`src/rtl/mult_arb_pkg.sv`:
```
// Shared widths and FSM encoding for the shared-multiplier arbiter.
package mult_arb_pkg;

  localparam int OP_W   = 8;
  localparam int PROD_W = 16;
  localparam int GNT_W  = 3;
  localparam int CNT_W  = 6;

  typedef enum logic [1:0] {
    IDLE  = 2'd0,
    ISSUE = 2'd1,
    WAIT  = 2'd2,
    RESP  = 2'd3
  } state_t;

endpackage

```
`src/rtl/mult_share_arbiter_if.sv`:
```
// Client-side and multiplier-side signals of the arbiter, bundled for port lists.
interface mult_share_arbiter_if
  import mult_arb_pkg::*;
#(
  parameter int N_REQ = 4
);

  logic [N_REQ-1:0]      req;
  logic [OP_W*N_REQ-1:0] mplier_in;
  logic [OP_W*N_REQ-1:0] mcand_in;
  logic [N_REQ-1:0]      ack;
  logic [PROD_W-1:0]     product;
  logic                  err;
  logic                  busy;
  logic [GNT_W-1:0]      gnt_id;
  logic                  mul_st;
  logic [OP_W-1:0]       mul_mplier;
  logic [OP_W-1:0]       mul_mcand;
  logic [PROD_W-1:0]     mul_product;
  logic                  mul_done;

  // The arbiter itself is the slave; requesters plus multiplier form the master side.
  modport slave (
    input  req, mplier_in, mcand_in, mul_product, mul_done,
    output ack, product, err, busy, gnt_id, mul_st, mul_mplier, mul_mcand
  );

  modport master (
    output req, mplier_in, mcand_in, mul_product, mul_done,
    input  ack, product, err, busy, gnt_id, mul_st, mul_mplier, mul_mcand
  );

endinterface

```
`src/rtl/rr_pick.sv`:
```
// Combinational round-robin picker: first set request after 'last', wrapping around.
module rr_pick
  import mult_arb_pkg::*;
#(
  parameter int N_REQ = 4
) (
  input  logic [N_REQ-1:0] req,
  input  logic [GNT_W-1:0] last,
  output logic             valid,
  output logic [GNT_W-1:0] idx
);

  logic [N_REQ-1:0] upper;

  for (genvar g = 0; g < N_REQ; g++) begin : g_mask
    assign upper[g] = req[g] & (GNT_W'(g) > last);
  end

  // Requests above 'last' win; with none there, wrap to the lowest set bit.
  always_comb begin
    valid = |req;
    idx   = '0;
    for (int i = N_REQ - 1; i >= 0; i--) begin
      if (upper != '0) begin
        if (upper[i]) idx = GNT_W'(i);
      end else if (req[i]) begin
        idx = GNT_W'(i);
      end
    end
  end

endmodule

```
`src/rtl/mult_share_arbiter.sv`:
```
// Time-shares one sequential signed multiplier among N_REQ requesters in round-robin order.
module mult_share_arbiter
  import mult_arb_pkg::*;
#(
  parameter int N_REQ   = 4,
  parameter int TIMEOUT = 31
) (
  input logic                 Clk,
  input logic                 Rst_n,
  mult_share_arbiter_if.slave bus
);

  state_t            state;
  logic [GNT_W-1:0]  last;
  logic [GNT_W-1:0]  gnt;
  logic [GNT_W-1:0]  pick_idx;
  logic              pick_valid;
  logic [CNT_W-1:0]  cnt;
  logic [N_REQ-1:0]  ack_r;
  logic [N_REQ-1:0]  gnt_onehot;
  logic [PROD_W-1:0] product_r;
  logic              err_r;
  logic              st_r;
  logic [OP_W-1:0]   mplier_r;
  logic [OP_W-1:0]   mcand_r;
  logic [OP_W-1:0]   sel_mplier;
  logic [OP_W-1:0]   sel_mcand;

  rr_pick #(.N_REQ(N_REQ)) u_pick (
    .req   (bus.req),
    .last  (last),
    .valid (pick_valid),
    .idx   (pick_idx)
  );

  always_comb begin
    sel_mplier = '0;
    sel_mcand  = '0;
    gnt_onehot = '0;
    for (int i = 0; i < N_REQ; i++) begin
      if (pick_idx == GNT_W'(i)) begin
        sel_mplier = bus.mplier_in[i*OP_W +: OP_W];
        sel_mcand  = bus.mcand_in[i*OP_W +: OP_W];
      end
      gnt_onehot[i] = (gnt == GNT_W'(i));
    end
  end

  // mul_done is ignored in ISSUE: it may still be high from the previous product.
  always_ff @(posedge Clk or negedge Rst_n) begin
    if (!Rst_n) begin
      state     <= IDLE;
      last      <= GNT_W'(N_REQ - 1);
      gnt       <= '0;
      cnt       <= '0;
      ack_r     <= '0;
      product_r <= '0;
      err_r     <= 1'b0;
      st_r      <= 1'b0;
      mplier_r  <= '0;
      mcand_r   <= '0;
    end else begin
      case (state)
        IDLE: begin
          if (pick_valid) begin
            mplier_r <= sel_mplier;
            mcand_r  <= sel_mcand;
            gnt      <= pick_idx;
            last     <= pick_idx;
            st_r     <= 1'b1;
            state    <= ISSUE;
          end
        end
        ISSUE: begin
          st_r  <= 1'b0;
          cnt   <= '0;
          state <= WAIT;
        end
        WAIT: begin
          if (bus.mul_done) begin
            product_r <= bus.mul_product;
            err_r     <= 1'b0;
            ack_r     <= gnt_onehot;
            state     <= RESP;
          end else if (cnt == CNT_W'(TIMEOUT)) begin
            product_r <= '0;
            err_r     <= 1'b1;
            ack_r     <= gnt_onehot;
            state     <= RESP;
          end else begin
            cnt <= cnt + 1'b1;
          end
        end
        RESP: begin
          ack_r <= '0;
          state <= IDLE;
        end
        default: state <= IDLE;
      endcase
    end
  end

  assign bus.ack        = ack_r;
  assign bus.product    = product_r;
  assign bus.err        = err_r;
  assign bus.busy       = (state != IDLE);
  assign bus.gnt_id     = gnt;
  assign bus.mul_st     = st_r;
  assign bus.mul_mplier = mplier_r;
  assign bus.mul_mcand  = mcand_r;

endmodule
```
`src/flat_wrapper.sv`:
```
// flat-port wrapper written by rule: the top's interface ports become plain ports
module mult_share_arbiter_flat import mult_arb_pkg::*;
#(
  parameter int N_REQ   = 4,
  parameter int TIMEOUT = 31
)
  (Clk, Rst_n, bus_req, bus_mplier_in, bus_mcand_in, bus_mul_product, bus_mul_done, bus_ack, bus_product, bus_err, bus_busy, bus_gnt_id, bus_mul_st, bus_mul_mplier, bus_mul_mcand);
  mult_share_arbiter_if #(.N_REQ(N_REQ)) bus_i ();
  input logic Clk;
  input logic Rst_n;
  input wire logic [$bits(bus_i.req)-1:0] bus_req;
  input wire logic [$bits(bus_i.mplier_in)-1:0] bus_mplier_in;
  input wire logic [$bits(bus_i.mcand_in)-1:0] bus_mcand_in;
  input wire logic [$bits(bus_i.mul_product)-1:0] bus_mul_product;
  input wire logic [$bits(bus_i.mul_done)-1:0] bus_mul_done;
  output wire logic [$bits(bus_i.ack)-1:0] bus_ack;
  output wire logic [$bits(bus_i.product)-1:0] bus_product;
  output wire logic [$bits(bus_i.err)-1:0] bus_err;
  output wire logic [$bits(bus_i.busy)-1:0] bus_busy;
  output wire logic [$bits(bus_i.gnt_id)-1:0] bus_gnt_id;
  output wire logic [$bits(bus_i.mul_st)-1:0] bus_mul_st;
  output wire logic [$bits(bus_i.mul_mplier)-1:0] bus_mul_mplier;
  output wire logic [$bits(bus_i.mul_mcand)-1:0] bus_mul_mcand;
  assign bus_i.req = bus_req;
  assign bus_i.mplier_in = bus_mplier_in;
  assign bus_i.mcand_in = bus_mcand_in;
  assign bus_i.mul_product = bus_mul_product;
  assign bus_i.mul_done = bus_mul_done;
  assign bus_ack = bus_i.ack;
  assign bus_product = bus_i.product;
  assign bus_err = bus_i.err;
  assign bus_busy = bus_i.busy;
  assign bus_gnt_id = bus_i.gnt_id;
  assign bus_mul_st = bus_i.mul_st;
  assign bus_mul_mplier = bus_i.mul_mplier;
  assign bus_mul_mcand = bus_i.mul_mcand;
  mult_share_arbiter #(.N_REQ(N_REQ), .TIMEOUT(TIMEOUT)) u_core (.Clk(Clk), .Rst_n(Rst_n), .bus(bus_i));
endmodule
```
`config.mk`:
```
export PLATFORM = sky130hd
export DESIGN_NAME = mult_share_arbiter_flat
export DESIGN_NICKNAME = d
export VERILOG_FILES = /design/src/rtl/mult_arb_pkg.sv /design/src/rtl/mult_share_arbiter_if.sv /design/src/rtl/rr_pick.sv /design/src/rtl/mult_share_arbiter.sv /design/src/flat_wrapper.sv
export SDC_FILE = /design/constraint.sdc
export NUM_CORES = 1
export LEC_CHECK = 0
export CAP_MARGIN = 15
export CELL_PAD_IN_SITES_DETAIL_PLACEMENT = 1
export CELL_PAD_IN_SITES_GLOBAL_PLACEMENT = 2
export CORE_MARGIN = 4
export CORE_UTILIZATION = 25
export CTS_CLUSTER_DIAMETER = 120
export DETAILED_ROUTE_END_ITERATION = 8
export PLACE_DENSITY_LB_ADDON = 0.05
export SLEW_MARGIN = 25
export SYNTH_ARGS = -nofsm -noshare
export SYNTH_HDL_FRONTEND = slang
export SYNTH_HIERARCHICAL = 1
export SYNTH_SLANG_ARGS = --single-unit
```
`constraint.sdc`:
```
create_clock -name Clk -period 5.6 [get_ports Clk]
set_clock_uncertainty 0.15 [all_clocks]
set_input_delay 1.4 -clock Clk [delete_from_list [all_inputs] [get_ports Clk]]
set_output_delay 1.4 -clock Clk [all_outputs]
set_load 0.01 [all_outputs]
```
==> metrics <==
root buffer cell clkbuf_8; Die ar. 0.01225 mm²; Core Area 0.01028 mm²; DRT antenna net count 0; Antenna diodes 0; Initial Util 0.2565; final worst-path cycle share 0.6827; mapped cell area 0.002636 mm²; Pre-Repair DR Iteration Count 4; main flop type after synthesis dfrtp_1; post-synth top area share 0.4651; global-route wire length before repair 13140 µm; GPL Wtd Cong 0.7711; Placed Cells incl. Taps 455; TNS Setup 0 ns; area grow syn2layout 56.62%; Async SR Flop Fraction 1.000; Worst-Margin Slew 0.6668 ns; Fillers 1140; Iter 0 DRT Violations 73; Fin. Hold Viols 0; Final setup viols 0; crit path kind in2reg; TritonCTS clock tree built; Worst Setup Start Kind input pin; mean post-synth cell area 13.12 µm²; Max Root-Sink Buffers 2; crit path time final 3.823 ns; synth top area cells dfrtp_1 (47%), mux4_2 (12%), a22o_1 (11%), mux2_2 (3.0%), ha_1 (2.8%); Clock power frac 0.136; GRT Util Overall 0.1355; maximum capacitance violations 0; via-per-instance ratio 4.693; Worst slew margin 0.5555; Final Instance Count excl. Fillers 462; worst vdd ir 0.2067 mV; drt total wl 8436 µm; CP endpoint kind register; most common cell after layout, fill and taps aside clkdlybuf4s50_1; largest net degree at the start of global routing 52; CTS H-tree lvls 2; Mapped Cells 201; Psw 0.6531 mW; net count of the finished layout 419; f_max 261.6 MHz; vias in the first global route 2243; P_leak 1.712 nW; most frequent cells in the layout clkdlybuf4s50_1 (127), dfrtp_1 (49), a22o_1 (34), nand2_1 (16), mux4_2 (14); RSZ-0062 raised after global routing false; share of layout cells above drive strength 1 0.1288; post-synthesis cell type count 42; number of synthesized flops with an enable pin 0; outcome completed; average routed wire per standard cell 18.26 µm; HP Class reg2reg; cell count of the worst hold path 2; post-detail-place hpwl 6349 µm; cell taking the most area after synthesis dfrtp_1; Clock Latency Late Sink 0.29 ns; flops & latches, synth 51; TritonCTS buffer count 5; port bufs 128; Seq/Total Area, Yosys 0.4850; gr ovfl total 0; cts repair resizes 0; Combinational Power Share 0.524; Max FO, Critical Path 15; warnings from Yosys 6; P per Cell Area 449.9 mW/mm²; CTS Hold Buffers Added 0; Die X 110.7 µm; max-slew violation count 0; Post CTS Setup Buffer Count 0; critical path required time 5.64 ns; sequential share of power 0.340; Std-Cell Rows 37; R2R cell count 6; vias post-DR 2168; clock sinks 51; arrival time worst endpoint 3.87 ns; initial antenna violation count 0; IO Count 129; sw frac 0.3516; Residual DRC 0; syn nets 294; clock-pin slew on the worst setup and hold paths 0.09 ns; Int Pwr 1.204 mW; Die Y 110.7 µm
-- metrics by stage --
stage | setup WS (ns) | cell area [µm²] | utilization | hold slack (ns) | power (mW)
CTS | 1.802 | 4121 | 0.4010 | 0.3590 | 1.888
detailed placement | 1.479 | 4019 | 0.3910 | 0.3343 | 1.625
finish | 1.777 | 4129 | 0.4018 | 0.3582 | 1.857
global placement | 1.525 | 4019 | 0.3910 | 0.3329 | 1.615
global route | 1.655 | 4129 | 0.4018 | 0.3727 | 1.991
floorplan | 2.447 | 2636 | - | 0.3180 | 1.195
-- critical path, stage by stage --
cell	delay [ns]
clkdlybuf4s50_1	0.55
nor4b_4	0.31
nor2b_1	0.13
a211oi_4	0.31
buf_4	0.35
mux4_1	0.60
a22o_1	0.21
-- registers in the layout, indices dropped and copies added (netlist names), 2 cells and up --
register               flops
u_core/bus.product        16
u_core/bus.gnt_id          2
u_core/state               2
u_core/bus.mul_mcand       8
u_core/last                3
u_core/cnt                 6
u_core/bus.mul_mplier      8
u_core/bus.ack             4
-- cells by family after synthesis --
logic type / share of synthesized area
compound gates: 0.1628
xor+xnor: 0.003323
fa+ha+maj: 0.02848
buf+inv: 0.04556
flops: 0.4851
mux: 0.1732
other cells: 0.001422
simple gates: 0.1001
-- Yosys cell counts (2+ instances only) --
| cell type | number |
|---|---|
| a21oi_1 | 6 |
| ha_1 | 6 |
| inv_1 | 4 |
| dfrtp_1 | 49 |
| o21ai_0 | 5 |
| nand3_1 | 3 |
| buf_4 | 2 |
| nand2b_1 | 2 |
| mux4_2 | 14 |
| clkbuf_1 | 3 |
| nor4b_1 | 2 |
| mux2_2 | 7 |
| nor2_1 | 12 |
| a31oi_1 | 2 |
| nand2_1 | 16 |
| a22o_1 | 34 |
| dfstp_2 | 2 |
| buf_6 | 3 |
| buf_2 | 5 |
| mux4_1 | 2 |
-- routing by layer --
layer,up-vias,global-route usage,routed length [µm]
met5,-,0,0
met4,0,0.02956,87
met3,6,0.02948,355
met2,70,0.2265,4172
met1,1083,0.1806,3821
li1,1009,-,-
-- worst paths after layout --
| path | start | end | slack (ns) |
|---|---|---|---|
| setup / recovery | bus_req[1] | u_core/bus.mul_mcand[0]$_DFFE_PN0P_ | 1.78 |
| hold / removal | u_core/last[0]$_DFFE_PN1P_ | u_core/last[0]$_DFFE_PN1P_ | 0.36 |
| setup reg to reg | u_core/last[2]$_DFFE_PN0P_ | u_core/bus.mul_mcand[0]$_DFFE_PN0P_ | 2.78 |
| hold reg to reg | u_core/last[0]$_DFFE_PN1P_ | u_core/last[0]$_DFFE_PN1P_ | 0.36 |
| max in group asynchronous | Rst_n | u_core/bus.mul_mcand[6]$_DFFE_PN0P_ | 3.79 |
| min in group asynchronous | Rst_n | u_core/cnt[4]$_DFFE_PN0P_ | 1.06 |
-- power by group through the flow --
stage | Clock, mW | Sequential, mW | Combinational (mW)
after global placement | 0 | 0.635 | 0.980
after global routing | 0.278 | 0.654 | 1.06
after floorplan | 0 | 0.674 | 0.521
after detailed placement | 0 | 0.636 | 0.989
after CTS | 0.263 | 0.633 | 0.992
final | 0.252 | 0.632 | 0.974
-- layout make-up --
cell class / count / area, µm² / area share
repair buffers: 132 / 1306 / 0.3164
flip-flops and latches: 51 / 1279 / 0.3097
multi-input cells: 132 / 1256 / 0.3042
well taps: 136 / 170.2 / 0.04121
clock buffers: 6 / 72.57 / 0.01758
clock inverters: 1 / 30.03 / 0.007273
inverters: 4 / 15.01 / 0.003636
No activity file was read; power rests on OpenSTA's default activity.
